**config.mk**
```make
export PLATFORM = sky130hd
export DESIGN_NAME = control_packet_receiver
export DESIGN_NICKNAME = d
export VERILOG_FILES = /design/src/rtl/control_packet_receiver_pkg.sv /design/src/rtl/ctrl_payload_buffer.sv /design/src/rtl/control_packet_receiver.sv
export SDC_FILE = /design/constraint.sdc
export NUM_CORES = 1
export LEC_CHECK = 0
export CAP_MARGIN = 20
export CORE_AREA = 8 8 210 212
export DETAILED_ROUTE_END_ITERATION = 7
export DIE_AREA = 0 0 218 220
export PLACE_DENSITY = 0.78
export RECOVER_POWER = 25
export SLEW_MARGIN = 10
export SYNTH_ARGS = -nofsm -noshare
export SYNTH_HDL_FRONTEND = slang
export SYNTH_HIERARCHICAL = 1
export SYNTH_SLANG_ARGS = --single-unit
```
**constraint.sdc**
```tcl
create_clock -name clock -period 4.5 [get_ports clock]
set_clock_uncertainty 0.05 [all_clocks]
set_input_delay 0.9 -clock clock [delete_from_list [all_inputs] [get_ports clock]]
set_output_delay 0.9 -clock clock [all_outputs]
set_load 0.1 [all_outputs]
```
**src/rtl/control_packet_receiver_pkg.sv**
```systemverilog
// Shared framing constants, receiver state encoding and default sizing
// for the switch control-port packet receiver.
package control_packet_receiver_pkg;

  localparam logic [7:0] CTRL_HEADER  = 8'hFF;
  localparam logic [7:0] CTRL_TRAILER = 8'h55;
  localparam int         DEFAULT_MAX_LEN = 64;

  typedef enum logic [2:0] {
    ST_HUNT    = 3'd0,
    ST_DA      = 3'd1,
    ST_SA      = 3'd2,
    ST_LEN     = 3'd3,
    ST_PAYLOAD = 3'd4,
    ST_PARITY  = 3'd5,
    ST_DELIVER = 3'd6
  } rx_state_t;

endpackage

```
**src/rtl/ctrl_payload_buffer.sv**
```systemverilog
// Payload store: one write port and one asynchronous read port over a
// MAX_LEN x 8 register array.
module ctrl_payload_buffer
  import control_packet_receiver_pkg::*;
#(
  parameter int MAX_LEN = DEFAULT_MAX_LEN,
  parameter int IDX_W   = 6
) (
  input  logic             clock,
  input  logic             wr_en,
  input  logic [IDX_W-1:0] wr_idx,
  input  logic [7:0]       wr_data,
  input  logic [IDX_W-1:0] rd_idx,
  output logic [7:0]       rd_data
);

  logic [7:0] mem [MAX_LEN];

  always_ff @(posedge clock) begin
    if (wr_en) begin
      mem[wr_idx] <= wr_data;
    end
  end

  assign rd_data = mem[rd_idx];

endmodule

```
**src/rtl/control_packet_receiver.sv**
```systemverilog
// Control-port receiver: hunts for the header, checks length and parity,
// buffers the payload and replays DA/SA/LEN/payload on a valid/ready stream.
module control_packet_receiver
  import control_packet_receiver_pkg::*;
#(
  parameter int MAX_LEN = DEFAULT_MAX_LEN,
  parameter int CNT_W   = 8
) (
  input  logic             clock,
  input  logic             reset_n,
  input  logic [7:0]       data_in,
  input  logic             sw_enable_in,
  output logic             read_out,
  output logic             out_valid,
  output logic [7:0]       out_data,
  output logic             out_sop,
  output logic             out_last,
  input  logic             out_ready,
  output logic             err_parity,
  output logic             err_length,
  output logic [CNT_W-1:0] good_count,
  output logic [CNT_W-1:0] drop_count
);

  localparam int         IDX_W     = (MAX_LEN > 1) ? $clog2(MAX_LEN) : 1;
  localparam logic [7:0] MAX_LEN_B = 8'(MAX_LEN);

  function automatic logic [CNT_W-1:0] sat_inc(input logic [CNT_W-1:0] v);
    return (&v) ? v : v + 1'b1;
  endfunction

  rx_state_t  state;
  logic [7:0] pay_idx;
  logic [8:0] beat;
  logic [7:0] da, sa, len, par;

  logic [8:0] nb, nb_sub;
  logic       nb_last;
  logic [7:0] rd_data;
  logic       wr_en;
  logic       accept;

  assign accept   = sw_enable_in;
  assign read_out = (state == ST_HUNT);
  assign wr_en    = (state == ST_PAYLOAD) && accept;

  // Beat numbering: 0 = DA, 1 = SA, 2 = LEN, 3+k = payload byte k.
  assign nb      = beat + 9'd1;
  assign nb_sub  = nb - 9'd3;
  assign nb_last = (nb == 9'd2) ? (len == 8'd0)
                 : ((nb >= 9'd3) && ((nb_sub + 9'd1) == {1'b0, len}));

  ctrl_payload_buffer #(.MAX_LEN(MAX_LEN), .IDX_W(IDX_W)) u_buf (
    .clock  (clock),
    .wr_en  (wr_en),
    .wr_idx (pay_idx[IDX_W-1:0]),
    .wr_data(data_in),
    .rd_idx (nb_sub[IDX_W-1:0]),
    .rd_data(rd_data)
  );

  // Captured header fields and running parity; no reset needed.
  always_ff @(posedge clock) begin
    if (accept) begin
      case (state)
        ST_DA:      begin da  <= data_in; par <= data_in;       end
        ST_SA:      begin sa  <= data_in; par <= par ^ data_in; end
        ST_LEN:     begin len <= data_in; par <= par ^ data_in; end
        ST_PAYLOAD: par <= par ^ data_in;
        default:    ;
      endcase
    end
  end

  always_ff @(posedge clock or negedge reset_n) begin
    if (!reset_n) begin
      state      <= ST_HUNT;
      pay_idx    <= 8'd0;
      beat       <= 9'd0;
      out_valid  <= 1'b0;
      out_data   <= 8'd0;
      out_sop    <= 1'b0;
      out_last   <= 1'b0;
      err_parity <= 1'b0;
      err_length <= 1'b0;
      good_count <= '0;
      drop_count <= '0;
    end else begin
      err_parity <= 1'b0;
      err_length <= 1'b0;
      case (state)
        ST_HUNT: if (accept && data_in == CTRL_HEADER) state <= ST_DA;
        ST_DA:   if (accept) state <= ST_SA;
        ST_SA:   if (accept) state <= ST_LEN;
        ST_LEN: begin
          if (accept) begin
            if (data_in > MAX_LEN_B) begin
              err_length <= 1'b1;
              drop_count <= sat_inc(drop_count);
              state      <= ST_HUNT;
            end else if (data_in == 8'd0) begin
              state <= ST_PARITY;
            end else begin
              pay_idx <= 8'd0;
              state   <= ST_PAYLOAD;
            end
          end
        end
        ST_PAYLOAD: begin
          if (accept) begin
            pay_idx <= pay_idx + 8'd1;
            if (({1'b0, pay_idx} + 9'd1) == {1'b0, len}) state <= ST_PARITY;
          end
        end
        ST_PARITY: begin
          if (accept) begin
            if (data_in == par) begin
              out_valid <= 1'b1;
              out_data  <= da;
              out_sop   <= 1'b1;
              out_last  <= 1'b0;
              beat      <= 9'd0;
              state     <= ST_DELIVER;
            end else begin
              err_parity <= 1'b1;
              drop_count <= sat_inc(drop_count);
              state      <= ST_HUNT;
            end
          end
        end
        ST_DELIVER: begin
          if (out_valid && out_ready) begin
            if (out_last) begin
              out_valid  <= 1'b0;
              out_sop    <= 1'b0;
              out_last   <= 1'b0;
              good_count <= sat_inc(good_count);
              state      <= ST_HUNT;
            end else begin
              beat     <= nb;
              out_sop  <= 1'b0;
              out_last <= nb_last;
              out_data <= (nb == 9'd1) ? sa : (nb == 9'd2) ? len : rd_data;
            end
          end
        end
        default: state <= ST_HUNT;
      endcase
    end
  end

endmodule

```
==> metrics <==
status complete, but fails checks; failing checks max-capacitance violations, max-slew violations; buffer count from post-CTS setup fixing 0; CTS Buf Count between 50 and 60; RR Startpoint beat[1]; layout cell share with drive strength beyond 1 22.38%; Min Clock Period, post-route ~4.3 ns; Net Sw Power 6.558 mW; final setup fails 0; Worst path top cell family by delay compound AO/OA/AOI/OAI gates; final RePlAce weighted congestion 0.9287; post-CTS resize count 0; # nets final roughly 1,600; Switching Share 35.08%; Tcrit/Tclk final 95.50%; Pint 12.14 mW; clock share of power between 20% and 30%; CTS tree yes; DR WL/cell 28.25 um; post-synth design cell area 24,880 um^2; register area share after synthesis 70.58%; Largest regs u_buf/mem x512, beat x9; Final Cell Area 28,300 um^2; final core utilization 69.79%; CP Data Required Time 4.98 ns; DIE AREA 47,960 um^2; Most Used Layer, Global Route met2; MaxCap Viol Count 5; most frequent cells in the layout 544 x edfxtp_1, 126 x mux4_2, 119 x nor2_1, 94 x buf_4, 69 x nand2_1; FF-to-FF setup slack approximately 0.20 ns; vias in the first global route 13,830; # hold bufs at CTS 0; Die X 218 um; Synth Instances 1,425; GR Util All Layers around a quarter; synthesis-stage register bit count 593; Cell variety after synth 82; GR Layer Usage met2 39.57%; Final HPWL DP 37.22 mm; met1 usage a little over a third; Crit Path Category reg -> reg; Crit. End Element flip-flop; grt total ovfl 0; dominant cell type by area after synthesis edfxtp_1; FFs w/ async S/R, synth 8.263%; measured slew at the worst slew-check pin 3.390 ns; crit-path max FO 14; Max clock buf depth 3; Yosys top cell area share 65.65%; Avg Inst Size Synth 17.46 um^2; first-pass GRT wire length 89.57 mm; Largest register FFs roughly 500; most common cell after layout, fill and taps aside edfxtp_1; ant diodes 0; Clk pin slew, worst setup/hold paths 0.07 ns; antenna viol nets, final 0; Initial Util 61.35%; Min-Delay Path Class reg -> reg; Rows 74; Synth Net Count 1,445; CP startpoint kind flip-flop; Critical Path Start beat[1]; Layout area overhead 13.75%; clock latency on the worst-skew pair 0.61 ns; Setup TNS 0 ns; DRC Markers 0; ranking of synthesized cells by area edfxtp_1 66%, mux4_2 11%, dfrtp_1 4.9%; instance count on the critical path 12; Final Hold Fails 0; largest net degree at the start of global routing between 70 and 80; CTS root buf clkbuf_16; max_slew headroom -126.0%; Hold Startpoint good_count[6]; drt total wl 60.23 mm; Bufs and invs on worst path 0; PortBufs 41; worst r2r path cells 12; Combinational Power Share a little under two fifths; Largest Register u_buf/mem; Pleak approximately 9.4 nW; GR Util met3 4.566%; Crit-path slowest cell xnor2_2; warning count from the yosys run 6; cell chain of the critical path ha_1, and2_1, a31oi_1, xnor2_2, nand2b_1, o22ai_1, o21ai_0, o311ai_1, nand2_1, o21ai_0, a211o_1, a31oi_1; register share of total power 34.5%; Filler Cell Count ~2,500; PwrDens 660.5 nW/um^2; Main synth FF type edfxtp_1; Post-synth EDFFs around 540; # IOs 42; Worst VDD drop approximately 0.00053 V; Initial DRC Count 1,932; initial antenna violation count 0; worst r2r dst out_data[7]; Worst Setup EP out_data[7]; Placed Area between 20,000 and 30,000 um^2; CP peak stage delay just under 0.8 ns; clock sinks about 590; DIE HEIGHT around 220 um; Core Region 40,550 um^2; RSZ-0062 raised after global routing false; Via Count 14,250; CP arrival 4.77 ns; DRT Pass-1 Iters 8; vias per inst 6.682; fmax 232.7 MHz; Slew Viols, Final 261; CTS H-Tree Depth 2
## worst min-delay path by stage
stage | cells after the start | to
after CTS | 2 | beat[2]
after global routing | 1 | good_count[6]
after detailed placement | 1 | good_count[6]
after global placement | 1 | good_count[6]
after floorplan | 1 | pay_idx[7]
final | 1 | good_count[6]
## through the flow
stage | hold WS, ns | cells | worst slack [ns] | power [mW]
2_1_floorplan | 0.4311 | 1425 | 0.6910 | 11.52
3_3_place_gp | 0.4300 | 2025 | 0.5080 | 13.38
3_5_place_dp | 0.4417 | 2025 | 0.4332 | 13.51
4_1_cts | 0.3817 | 2132 | 0.3559 | 18.64
5_1_grt | 0.4708 | 2132 | 0.02234 | 19.30
6_report | 0.4426 | 2132 | 0.2026 | 18.69
## kinds of logic after synthesis
group,count (synthesis),share of synthesized area (%)
muxes,166,13.09
AOI/OAI and AO/OA,174,5.039
xor gates and xnor gates,61,2.238
and+or+nand+nor,335,6.663
adders and majority gates,8,0.4023
DFF,593,70.58
buffers and inverters,88,1.981
## power by group through the flow
stage	combinational, mW	sequential (mW)	clock (mW)
floorplan	4.69	6.83	0
global placement	6.84	6.54	0
detailed placement	6.96	6.55	0
CTS	7.03	6.44	5.17
global route	7.46	6.47	5.37
finish	7.12	6.45	5.13
## routing by layer
metal	wire (um)	vias up
met5	0	-
met4	2485	0
met3	5727	160
met2	28950	802
met1	23070	7308
li1	-	5975
## synth_stat cells, drive strengths merged, types with 5 or more instances
master	number
a31oi	13
o21a	8
nand2b	9
xnor2	39
mux2	16
o21ai	41
o31ai	10
a211o	6
a221oi	7
xor2	21
ha	8
mux4	126
nand4	12
nand3b	12
nor4	8
nand3	25
clkbuf	33
o211ai	5
dfrtp	49
o22ai	17
edfxtp	544
nor2b	21
mux2i	24
nor2	119
a21oi	15
o221ai	8
a211oi	5
buf	44
nor3	19
nand2	69
and2	7
inv	11
and3	10
## layout make-up
| cell class | instances | area [um^2] | area share (%) |
|---|---|---|---|
| Clock buffer | 70 | 1516 | 5.358 |
| Clock inverter | 37 | 504.2 | 1.782 |
| Inverter | 11 | 41.29 | 0.1459 |
| Multi-Input combinational cell | 744 | 6844 | 24.18 |
| Sequential cell | 593 | 17570 | 62.06 |
| Tap cell | 532 | 665.6 | 2.352 |
| Timing Repair Buffer | 145 | 1165 | 4.116 |
Power figures use the tool's default switching activity.
